### config.mk
export PLATFORM = sky130hd
export DESIGN_NAME = ps2_ascii_decoder_flat
export DESIGN_NICKNAME = d
export VERILOG_FILES = /design/src/rtl/ps2_ascii_decoder_if.sv /design/src/rtl/ps2_ascii_decoder.sv /design/src/flat_wrapper.sv
export SDC_FILE = /design/constraint.sdc
export NUM_CORES = 1
export LEC_CHECK = 0
export ABC_AREA = 1
export BUFFER_PORTS_ARGS = -buffer_cell sky130_fd_sc_hd__buf_4
export CORE_MARGIN = 1.5
export CORE_UTILIZATION = 40
export CTS_CLUSTER_DIAMETER = 200
export DETAILED_ROUTE_END_ITERATION = 6
export GPL_TIMING_DRIVEN = 0
export PLACE_DENSITY = 0.67
export SLEW_MARGIN = 15
export SYNTH_ARGS = -nofsm -noshare
export SYNTH_HDL_FRONTEND = slang
export SYNTH_SLANG_ARGS = --single-unit
export TNS_END_PERCENT = 50
### constraint.sdc
create_clock -name clk -period 2.9 [get_ports clk]
set_clock_uncertainty 0.2 [all_clocks]
set_input_delay 0.435 -clock clk [delete_from_list [all_inputs] [get_ports clk]]
set_output_delay 0.435 -clock clk [all_outputs]
set_load 0.03 [all_outputs]
### src/rtl/ps2_ascii_decoder_if.sv
// Scan-byte input and ASCII output bundle for ps2_ascii_decoder.
// caps_on exists only when PS2_CAPS_LOCK_EN is defined.
interface ps2_ascii_decoder_if;
  logic [7:0] scan_code;
  logic       scan_ready;
  logic [7:0] ASCII;
  logic       ASCII_ready;
  logic       shift_active;
`ifdef PS2_CAPS_LOCK_EN
  logic       caps_on;

  modport master (
    output scan_code, scan_ready,
    input  ASCII, ASCII_ready, shift_active, caps_on
  );
  modport slave (
    input  scan_code, scan_ready,
    output ASCII, ASCII_ready, shift_active, caps_on
  );
`else
  modport master (
    output scan_code, scan_ready,
    input  ASCII, ASCII_ready, shift_active
  );
  modport slave (
    input  scan_code, scan_ready,
    output ASCII, ASCII_ready, shift_active
  );
`endif
endinterface

### src/rtl/ps2_ascii_decoder.sv
// PS/2 set-2 scan byte to ASCII decoder with shift tracking.
// Optional caps-lock support is enabled by defining PS2_CAPS_LOCK_EN.
module ps2_ascii_decoder (
  input  logic                 clk,
  input  logic                 rst_n,
  ps2_ascii_decoder_if.slave   bus
);

  typedef enum logic [1:0] {StIdle, StBrk, StExt, StExtBrk} state_e;

  state_e      state_q;
  logic        lshift_q;
  logic        rshift_q;
  logic [7:0]  ascii_q;
  logic        ascii_ready_q;
`ifdef PS2_CAPS_LOCK_EN
  logic        caps_q;
  logic        caps_held_q;
`endif

  // Table entry: {hit, is_letter, unshifted char, shifted char}
  logic [17:0] ent;
  logic        map_hit;
  logic        is_letter;
  logic [7:0]  lower_ch;
  logic [7:0]  upper_ch;
  logic        shift_now;
  logic        upper_sel;
  logic [7:0]  out_ch;

  always_comb begin
    ent = '0;
    case (bus.scan_code)
      8'h1C: ent = {2'b11, "a", "A"};
      8'h32: ent = {2'b11, "b", "B"};
      8'h21: ent = {2'b11, "c", "C"};
      8'h23: ent = {2'b11, "d", "D"};
      8'h24: ent = {2'b11, "e", "E"};
      8'h2B: ent = {2'b11, "f", "F"};
      8'h34: ent = {2'b11, "g", "G"};
      8'h33: ent = {2'b11, "h", "H"};
      8'h43: ent = {2'b11, "i", "I"};
      8'h3B: ent = {2'b11, "j", "J"};
      8'h42: ent = {2'b11, "k", "K"};
      8'h4B: ent = {2'b11, "l", "L"};
      8'h3A: ent = {2'b11, "m", "M"};
      8'h31: ent = {2'b11, "n", "N"};
      8'h44: ent = {2'b11, "o", "O"};
      8'h4D: ent = {2'b11, "p", "P"};
      8'h15: ent = {2'b11, "q", "Q"};
      8'h2D: ent = {2'b11, "r", "R"};
      8'h1B: ent = {2'b11, "s", "S"};
      8'h2C: ent = {2'b11, "t", "T"};
      8'h3C: ent = {2'b11, "u", "U"};
      8'h2A: ent = {2'b11, "v", "V"};
      8'h1D: ent = {2'b11, "w", "W"};
      8'h22: ent = {2'b11, "x", "X"};
      8'h35: ent = {2'b11, "y", "Y"};
      8'h1A: ent = {2'b11, "z", "Z"};
      8'h45: ent = {2'b10, "0", ")"};
      8'h16: ent = {2'b10, "1", "!"};
      8'h1E: ent = {2'b10, "2", "@"};
      8'h26: ent = {2'b10, "3", "#"};
      8'h25: ent = {2'b10, "4", "$"};
      8'h2E: ent = {2'b10, "5", "%"};
      8'h36: ent = {2'b10, "6", "^"};
      8'h3D: ent = {2'b10, "7", "&"};
      8'h3E: ent = {2'b10, "8", "*"};
      8'h46: ent = {2'b10, "9", "("};
      8'h4E: ent = {2'b10, "-", "_"};
      8'h55: ent = {2'b10, "=", "+"};
      8'h54: ent = {2'b10, "[", "{"};
      8'h5B: ent = {2'b10, "]", "}"};
      8'h4C: ent = {2'b10, ";", ":"};
      8'h52: ent = {2'b10, "'", "\""};
      8'h41: ent = {2'b10, ",", "<"};
      8'h49: ent = {2'b10, ".", ">"};
      8'h4A: ent = {2'b10, "/", "?"};
      8'h0E: ent = {2'b10, 8'h60, "~"};
      8'h5D: ent = {2'b10, "\\", "|"};
      8'h29: ent = {2'b10, 8'h20, 8'h20};
      8'h5A: ent = {2'b10, 8'h0D, 8'h0D};
      8'h66: ent = {2'b10, 8'h08, 8'h08};
      default: ent = '0;
    endcase
  end

  assign map_hit   = ent[17];
  assign is_letter = ent[16];
  assign lower_ch  = ent[15:8];
  assign upper_ch  = ent[7:0];
  assign shift_now = lshift_q | rshift_q;

`ifdef PS2_CAPS_LOCK_EN
  // Caps lock inverts case for letters only.
  assign upper_sel = is_letter ? (shift_now ^ caps_q) : shift_now;
`else
  assign upper_sel = shift_now;
`endif
  assign out_ch = upper_sel ? upper_ch : lower_ch;

  always_ff @(posedge clk or negedge rst_n) begin
    if (!rst_n) begin
      state_q       <= StIdle;
      lshift_q      <= 1'b0;
      rshift_q      <= 1'b0;
      ascii_q       <= 8'h00;
      ascii_ready_q <= 1'b0;
`ifdef PS2_CAPS_LOCK_EN
      caps_q        <= 1'b0;
      caps_held_q   <= 1'b0;
`endif
    end else begin
      ascii_ready_q <= 1'b0;
      if (bus.scan_ready) begin
        case (state_q)
          StIdle: begin
            if (bus.scan_code == 8'hF0) begin
              state_q <= StBrk;
            end else if (bus.scan_code == 8'hE0) begin
              state_q <= StExt;
            end else if (bus.scan_code == 8'h12) begin
              lshift_q <= 1'b1;
            end else if (bus.scan_code == 8'h59) begin
              rshift_q <= 1'b1;
`ifdef PS2_CAPS_LOCK_EN
            end else if (bus.scan_code == 8'h58) begin
              // Toggle only on the first make so typematic repeats are ignored.
              if (!caps_held_q) begin
                caps_q <= ~caps_q;
              end
              caps_held_q <= 1'b1;
`endif
            end else if (map_hit) begin
              ascii_q       <= out_ch;
              ascii_ready_q <= 1'b1;
            end
          end
          StBrk: begin
            if (bus.scan_code == 8'h12) begin
              lshift_q <= 1'b0;
            end else if (bus.scan_code == 8'h59) begin
              rshift_q <= 1'b0;
`ifdef PS2_CAPS_LOCK_EN
            end else if (bus.scan_code == 8'h58) begin
              caps_held_q <= 1'b0;
`endif
            end
            state_q <= StIdle;
          end
          StExt: begin
            state_q <= (bus.scan_code == 8'hF0) ? StExtBrk : StIdle;
          end
          StExtBrk: begin
            state_q <= StIdle;
          end
          default: begin
            state_q <= StIdle;
          end
        endcase
      end
    end
  end

  assign bus.ASCII        = ascii_q;
  assign bus.ASCII_ready  = ascii_ready_q;
  assign bus.shift_active = shift_now;
`ifdef PS2_CAPS_LOCK_EN
  assign bus.caps_on      = caps_q;
`endif

endmodule

### src/flat_wrapper.sv
// flat-port wrapper written by rule: the top's interface ports become plain ports
module ps2_ascii_decoder_flat 
  (clk, rst_n, bus_scan_code, bus_scan_ready, bus_ASCII, bus_ASCII_ready, bus_shift_active);
  ps2_ascii_decoder_if bus_i ();
  input  logic clk;
  input  logic rst_n;
  input wire logic [$bits(bus_i.scan_code)-1:0] bus_scan_code;
  input wire logic [$bits(bus_i.scan_ready)-1:0] bus_scan_ready;
  output wire logic [$bits(bus_i.ASCII)-1:0] bus_ASCII;
  output wire logic [$bits(bus_i.ASCII_ready)-1:0] bus_ASCII_ready;
  output wire logic [$bits(bus_i.shift_active)-1:0] bus_shift_active;
  assign bus_i.scan_code = bus_scan_code;
  assign bus_i.scan_ready = bus_scan_ready;
  assign bus_ASCII = bus_i.ASCII;
  assign bus_ASCII_ready = bus_i.ASCII_ready;
  assign bus_shift_active = bus_i.shift_active;
  ps2_ascii_decoder u_core (.clk(clk), .rst_n(rst_n), .bus(bus_i));
endmodule
Yosys cells after proc, flatten, opt, wreduce, memory -nomap -nowiden
Memory sizes are Yosys's and may differ from the RTL's.
Cells that the tools add are included.
Storage, ports and cells
  bits in registers: 13
  bits in latches: 0
  bits in writable memories: 0
  ROM bits: 2048
  word-level logic and storage cells: 59
  memories kept: 1
Operators by class
  add/sub/neg operators: 0
  multiply operators: 0
  div/mod/pow operators: 0
  $lt $le $gt $ge: 0
  equal/unequal tests: 16
  shift operators: 0
  muxes and demuxes: 25
  bitwise operators: 5
  reduce and logical (&&, ||, !) cells: 7
Memories
  (no name shown): depth 128, bits a word 16, rd ports 1, clocked after Yosys merged registers in 0, wr ports 0, line ps2_ascii_decoder.sv:33  | case (bus.scan_code)
Operator list (number)
  18-bit 2-to-1 mux: 1
  1-bit 2-to-1 mux: 17
  8-bit == test (second input constant): 2
  8-bit by 5-bit == test with 1-bit output (second input constant): 1
  8-bit by 7-bit == test with 1-bit output (second input constant): 1
  8-bit 2-to-1 mux: 1
  2-bit by 1-bit inequality test with 1-bit output (second input constant): 4
  2-bit inequality test (second input constant): 4
  8-bit AND reduction: 1
  7-bit AND reduction: 1
  2-bit 2-to-1 mux: 3
  2-bit case mux with 3 select lines: 1
  6-bit AND reduction: 1
  2-bit == test (second input constant): 2
  1-bit inverter: 4
  1-bit case mux with 2 select lines: 2
  3-bit by 1-bit inequality test with 1-bit output (second input constant): 1
  2-bit by 1-bit == test with 1-bit output (second input constant): 1
  2-bit logical NOT: 1
  2-bit AND reduction: 1
  2-bit nonzero test: 1
  2-bit OR reduction: 1
  1-bit bitwise OR: 1

Longest topological paths before layout
An unclocked memory read counts as a cell.
  word-level depth: 9
  gate-level depth with buffers: 14

Worst setup path after synthesis
Ideal clock, no wire load.
  kind: input to register
  from: in bus_scan_code[1]
  to: reg u_core.ascii_q[3] (netlist: u_core.bus.ASCII[3])
  library setup time: 0.071 ns
  arrival: 1.687 ns
  path slack: 0.941 ns
  cell stages on the path: 12
  path buffers: 0
  cell sequence: inv_1 ha_1 nand2_1 a21oi_1 nand2_1 nand2_1 nand2_1 nand2_2 nand2_4 inv_6 nor2_2 nor2_1
On the way
  cells in the longest elaborated chain, start to end: 3
RTL lines
  start: declaration: line flat_wrapper.sv:7  | input wire logic [$bits(bus_i.scan_code)-1:0] bus_scan_code;
  memory read 128 x 16 bit (tied with other cells)
  18-bit 2-to-1 mux or 1-bit inverter (tied branches)
  7-bit AND reduction (no source line) or 8-bit 2-to-1 mux (tied branches)
  end signal: assignment: line ps2_ascii_decoder.sv:135  | ascii_q <= out_ch;
  end: declaration: line ps2_ascii_decoder.sv:14  | logic [7:0] ascii_q;
Parallel ways exist; a longest one is shown, timed or not.
A chain may end at the register's enable or synchronous reset.

Final worst setup path
  from: reg u_core.rshift_q
  to: out bus_shift_active
On the way
  cells in the longest elaborated chain, start to end: 1
RTL lines
  start: declaration: line ps2_ascii_decoder.sv:13  | logic rshift_q;
  start signal: assignment: line ps2_ascii_decoder.sv:106  | rshift_q <= 1'b0;
  start signal: assignment: line ps2_ascii_decoder.sv:125  | rshift_q <= 1'b1;
  start signal: assignment: line ps2_ascii_decoder.sv:143  | rshift_q <= 1'b0;
  1-bit bitwise OR: line ps2_ascii_decoder.sv:92  | assign shift_now = lshift_q | rshift_q;
  end: declaration: line flat_wrapper.sv:11  | output wire logic [$bits(bus_i.shift_active)-1:0] bus_shift_active;
No other way between the ends.

==> summary.txt <==
Run status
  • Outcome: finished, final reports clean

Finish
  • Area Growth Syn to Fin: 14.6%
  • Multi-input gate area: 1480 um^2
  • Fin nets: 416
  • Commonest non-fill, non-tap cell in the layout: nand2_1
  • Area of all sequential standard cells: 300 um^2
  • ANT cells: 0
  • Commonest non-fill, non-tap cells in the layout: 157 x nand2_1, 48 x nand3_1, 32 x nor2_1, 26 x inv_1, 21 x buf_4
  • # fillers: 530
  • Ratio of cells with drive above 1 in the final layout: 14.9%

Placed design
  • Dpl ws: 449 ps
  • IO buf count: 19
  • DP HPWL: 5.05 mm
  • Placer Congestion: 1.00

CTS
  • Htree depth: 1
  • Clk sinks: 12
  • Clock tree from TritonCTS: built
  • Clock Tree Buf Depth: 2
  • Clock transition at the registers of the reported paths: 50 ps
  • Worst skew pair latency: 240 ps
  • Clk root buf: clkbuf_8
  • CTS buffer count: 3

Timing
  • Total negative slack: 0 ps
  • Worst slew margin: 56.3%
  • Setup ws final: 356 ps
  • Fmax: 393 MHz
  • Final hold viol count: 0
  • RSZ-0062 raised after global routing: no
  • Worst Tran Pin Value: 653 ps
  • Final worst path period need: 2540 ps
  • Final slew viol count: 0
  • Setup violations, final: 0
  • Post-route clock period utilization: 87.7%

Setup path
  • Worst Setup SP: u_core.rshift_q$_DFFE_PN0P_
  • Crit. End Element: output port
  • R2R depth: 12
  • CP arrival: 1910 ps
  • Type of origin of the critical path: flip-flop
  • Critical Path Max Stage Delay: 520 ps
  • Critical-path cell list: nor2_1, inv_1, clkbuf_1, buf_4
  • Critical path required time: 2270 ps
  • Slowest-stage cell, CP: nor2_1
  • Worst-path fanout max: 10
  • FF-to-FF Start: u_core.rshift_q$_DFFE_PN0P_
  • Critical path type: flip-flop to output port
  • Reg2reg end: u_core.bus.ASCII[3]$_DFFE_PN0P_
  • Critical Path End: bus_shift_active
  • Reg-to-reg setup timing slack: 750 ps

Die
  • DIE AREA: 5430 um^2
  • Ports: 21
  • Initial Util: 42.0%
  • Rows: 25
  • Die Ht: 73.7 um
  • Horiz. Die Dim: 73.7 um
  • Core area: 4750 um^2

Synth
  • Synth Register Bits: 12
  • Synthesized area per cell: 5.37 um^2
  • Synth Cell Area: 2000 um^2
  • Synth warn: 0
  • Mapped Cells: 372
  • Mapped Nets: 391
  • Post-synthesis sequential area ratio: 15.0%
  • Post-synth cell types: 31

Job
  • MaxCap Viol Count: 0

Global routing
  • Initial antenna violation count: 0
  • Largest net degree at the start of global routing: 13
  • Grt ovf: 0
  • Most Crowded Layer GR: met2
  • GR Util met1: 34.9%
  • Total track usage: 24.9%
  • Met3 Use GR: 5.90%
  • Vias in the first global route: 2,306
  • First-pass GRT wire length: 10.6 mm
  • GR Util met2: 37.7%

Routing
  • DRC viols: 0
  • Final WL: 6.37 mm
  • Initial DRC Count: 283
  • Via count: 2,525
  • Initial DRT Pass Iterations: 5
  • Routed vias/inst: 5.45
  • Final ANT Viol Nets: 0
  • Wire length per cell: 13.8 um

Power and ir drop
  • PwrDens: 450 nW/um^2
  • Pleak: 0.00128 uW
  • Max VDD drop: 0.000435 V

Min path
  • Hold WC Path Type: flip-flop to flip-flop
[state kept, by name, indices dropped and copies added, names as in the netlist]
| register | count |
|---|---|
| u_core.bus.ASCII | 7 |
| u_core.state_q | 2 |
| u_core.rshift_q | 1 |
| u_core.bus.ASCII_ready | 1 |
| u_core.lshift_q | 1 |
[metrics by stage]
stage / area, um^2 / hold WS (ps) / cells / total power (uW) / utilization, %
6_report: 2290 / 279 / 463 / 1030 / 48.2
5_1_grt: 2290 / 306 / 463 / 1110 / 48.2
3_5_place_dp: 2220 / 81.8 / 458 / 844 / 46.8
4_1_cts: 2290 / 283 / 463 / 1030 / 48.2
3_3_place_gp: 2220 / 81.0 / 458 / 843 / 46.8
2_1_floorplan: 2000 / -60.6 / 372 / 670 / -
[cells in the mapped netlist]
master	instances	area share, %
nor3b_1	1	0.38
nand2_1	157	29
a31oi_1	2	0.63
o21ai_0	20	5.0
conb_1	1	0.19
buf_1	1	0.19
clkbuf_1	3	0.56
nand2_4	5	2.8
ha_1	8	5.0
buf_6	1	0.56
nor3_1	2	0.50
nor2_1	32	6.0
nand2_2	6	1.9
buf_4	2	0.75
buf_2	7	1.8
inv_2	3	0.56
dfrtp_1	12	15
or2_2	1	0.31
a21oi_1	11	2.8
o21ai_1	3	0.75
nand3_1	48	12
nor2_2	6	1.9
inv_6	1	0.44
inv_4	1	0.31
o211ai_1	3	1.1
buf_12	1	1.0
a21oi_4	1	0.81
nand3_2	1	0.50
nand4_1	4	1.3
o22ai_1	2	0.63
inv_1	26	4.9
[where the power goes]
group | switching (uW) | leakage, uW | internal [uW]
Sequential | 38.8 | 0.000150 | 237
Combinational | 374 | 0.00110 | 199
Clock | 62.5 | 0.0000288 | 120
[critical path: cells and delay by family, from the launching register on]
family / cells / cell delay, ps
buffers and inverters: 3 / 770
and+or+nand+nor: 1 / 520
DFF: 1 / 370
[layer usage]
metal / up-vias / routed length, um
met3: 25 / 700
met4: 0 / 186
met2: 167 / 2690
li1: 1242 / -
met1: 1091 / 2790
met5: - / 0
[what timing repair did]
action                    CTS  global route
resized for setup           0             0
hold buffers                1             0
setup buffers               0             0
hold endpoints to repair   12             0
[worst min-delay path by stage]
| stage | from | endpoint | slack, ps | cells past startpoint |
|---|---|---|---|---|
| final | u_core.bus.ASCII[0]$_DFFE_PN0P_ | u_core.bus.ASCII[0]$_DFFE_PN0P_ | 280 | 2 |
| after global routing | u_core.bus.ASCII[0]$_DFFE_PN0P_ | u_core.bus.ASCII[0]$_DFFE_PN0P_ | 310 | 2 |
| after CTS | u_core.bus.ASCII[0]$_DFFE_PN0P_ | u_core.bus.ASCII[0]$_DFFE_PN0P_ | 280 | 2 |
| after detailed placement | rst_n | u_core.bus.ASCII_ready$_DFF_PN0_ | 80 | 1 |
| after global placement | rst_n | u_core.bus.ASCII_ready$_DFF_PN0_ | 80 | 1 |
| after floorplan | rst_n | u_core.bus.ASCII[0]$_DFFE_PN0P_ | -60 | 0 |
[logic make-up (layout without fill, tap and decap cells)]
family | Yosys count | count (layout) | synth area share, %
other | 1 | 1 | 0.188
AND/OR/NAND/NOR | 263 | 263 | 57.0
adder cells (fa/ha/maj) | 8 | 8 | 5.01
flip-flops | 12 | 12 | 15.0
AO/OA/AOI/OAI | 42 | 42 | 11.7
buffers and inverters | 46 | 70 | 11.0
[layout make-up]
class                   count  area share, %
multi-input cells         314           64.5
flip-flops and latches     12           13.1
repair buffers             20           6.67
inverters                  31           5.41
plain buffers              15           4.21
well taps                  67           3.66
clock buffers               4           2.40
Power figures use the tool's default switching activity.
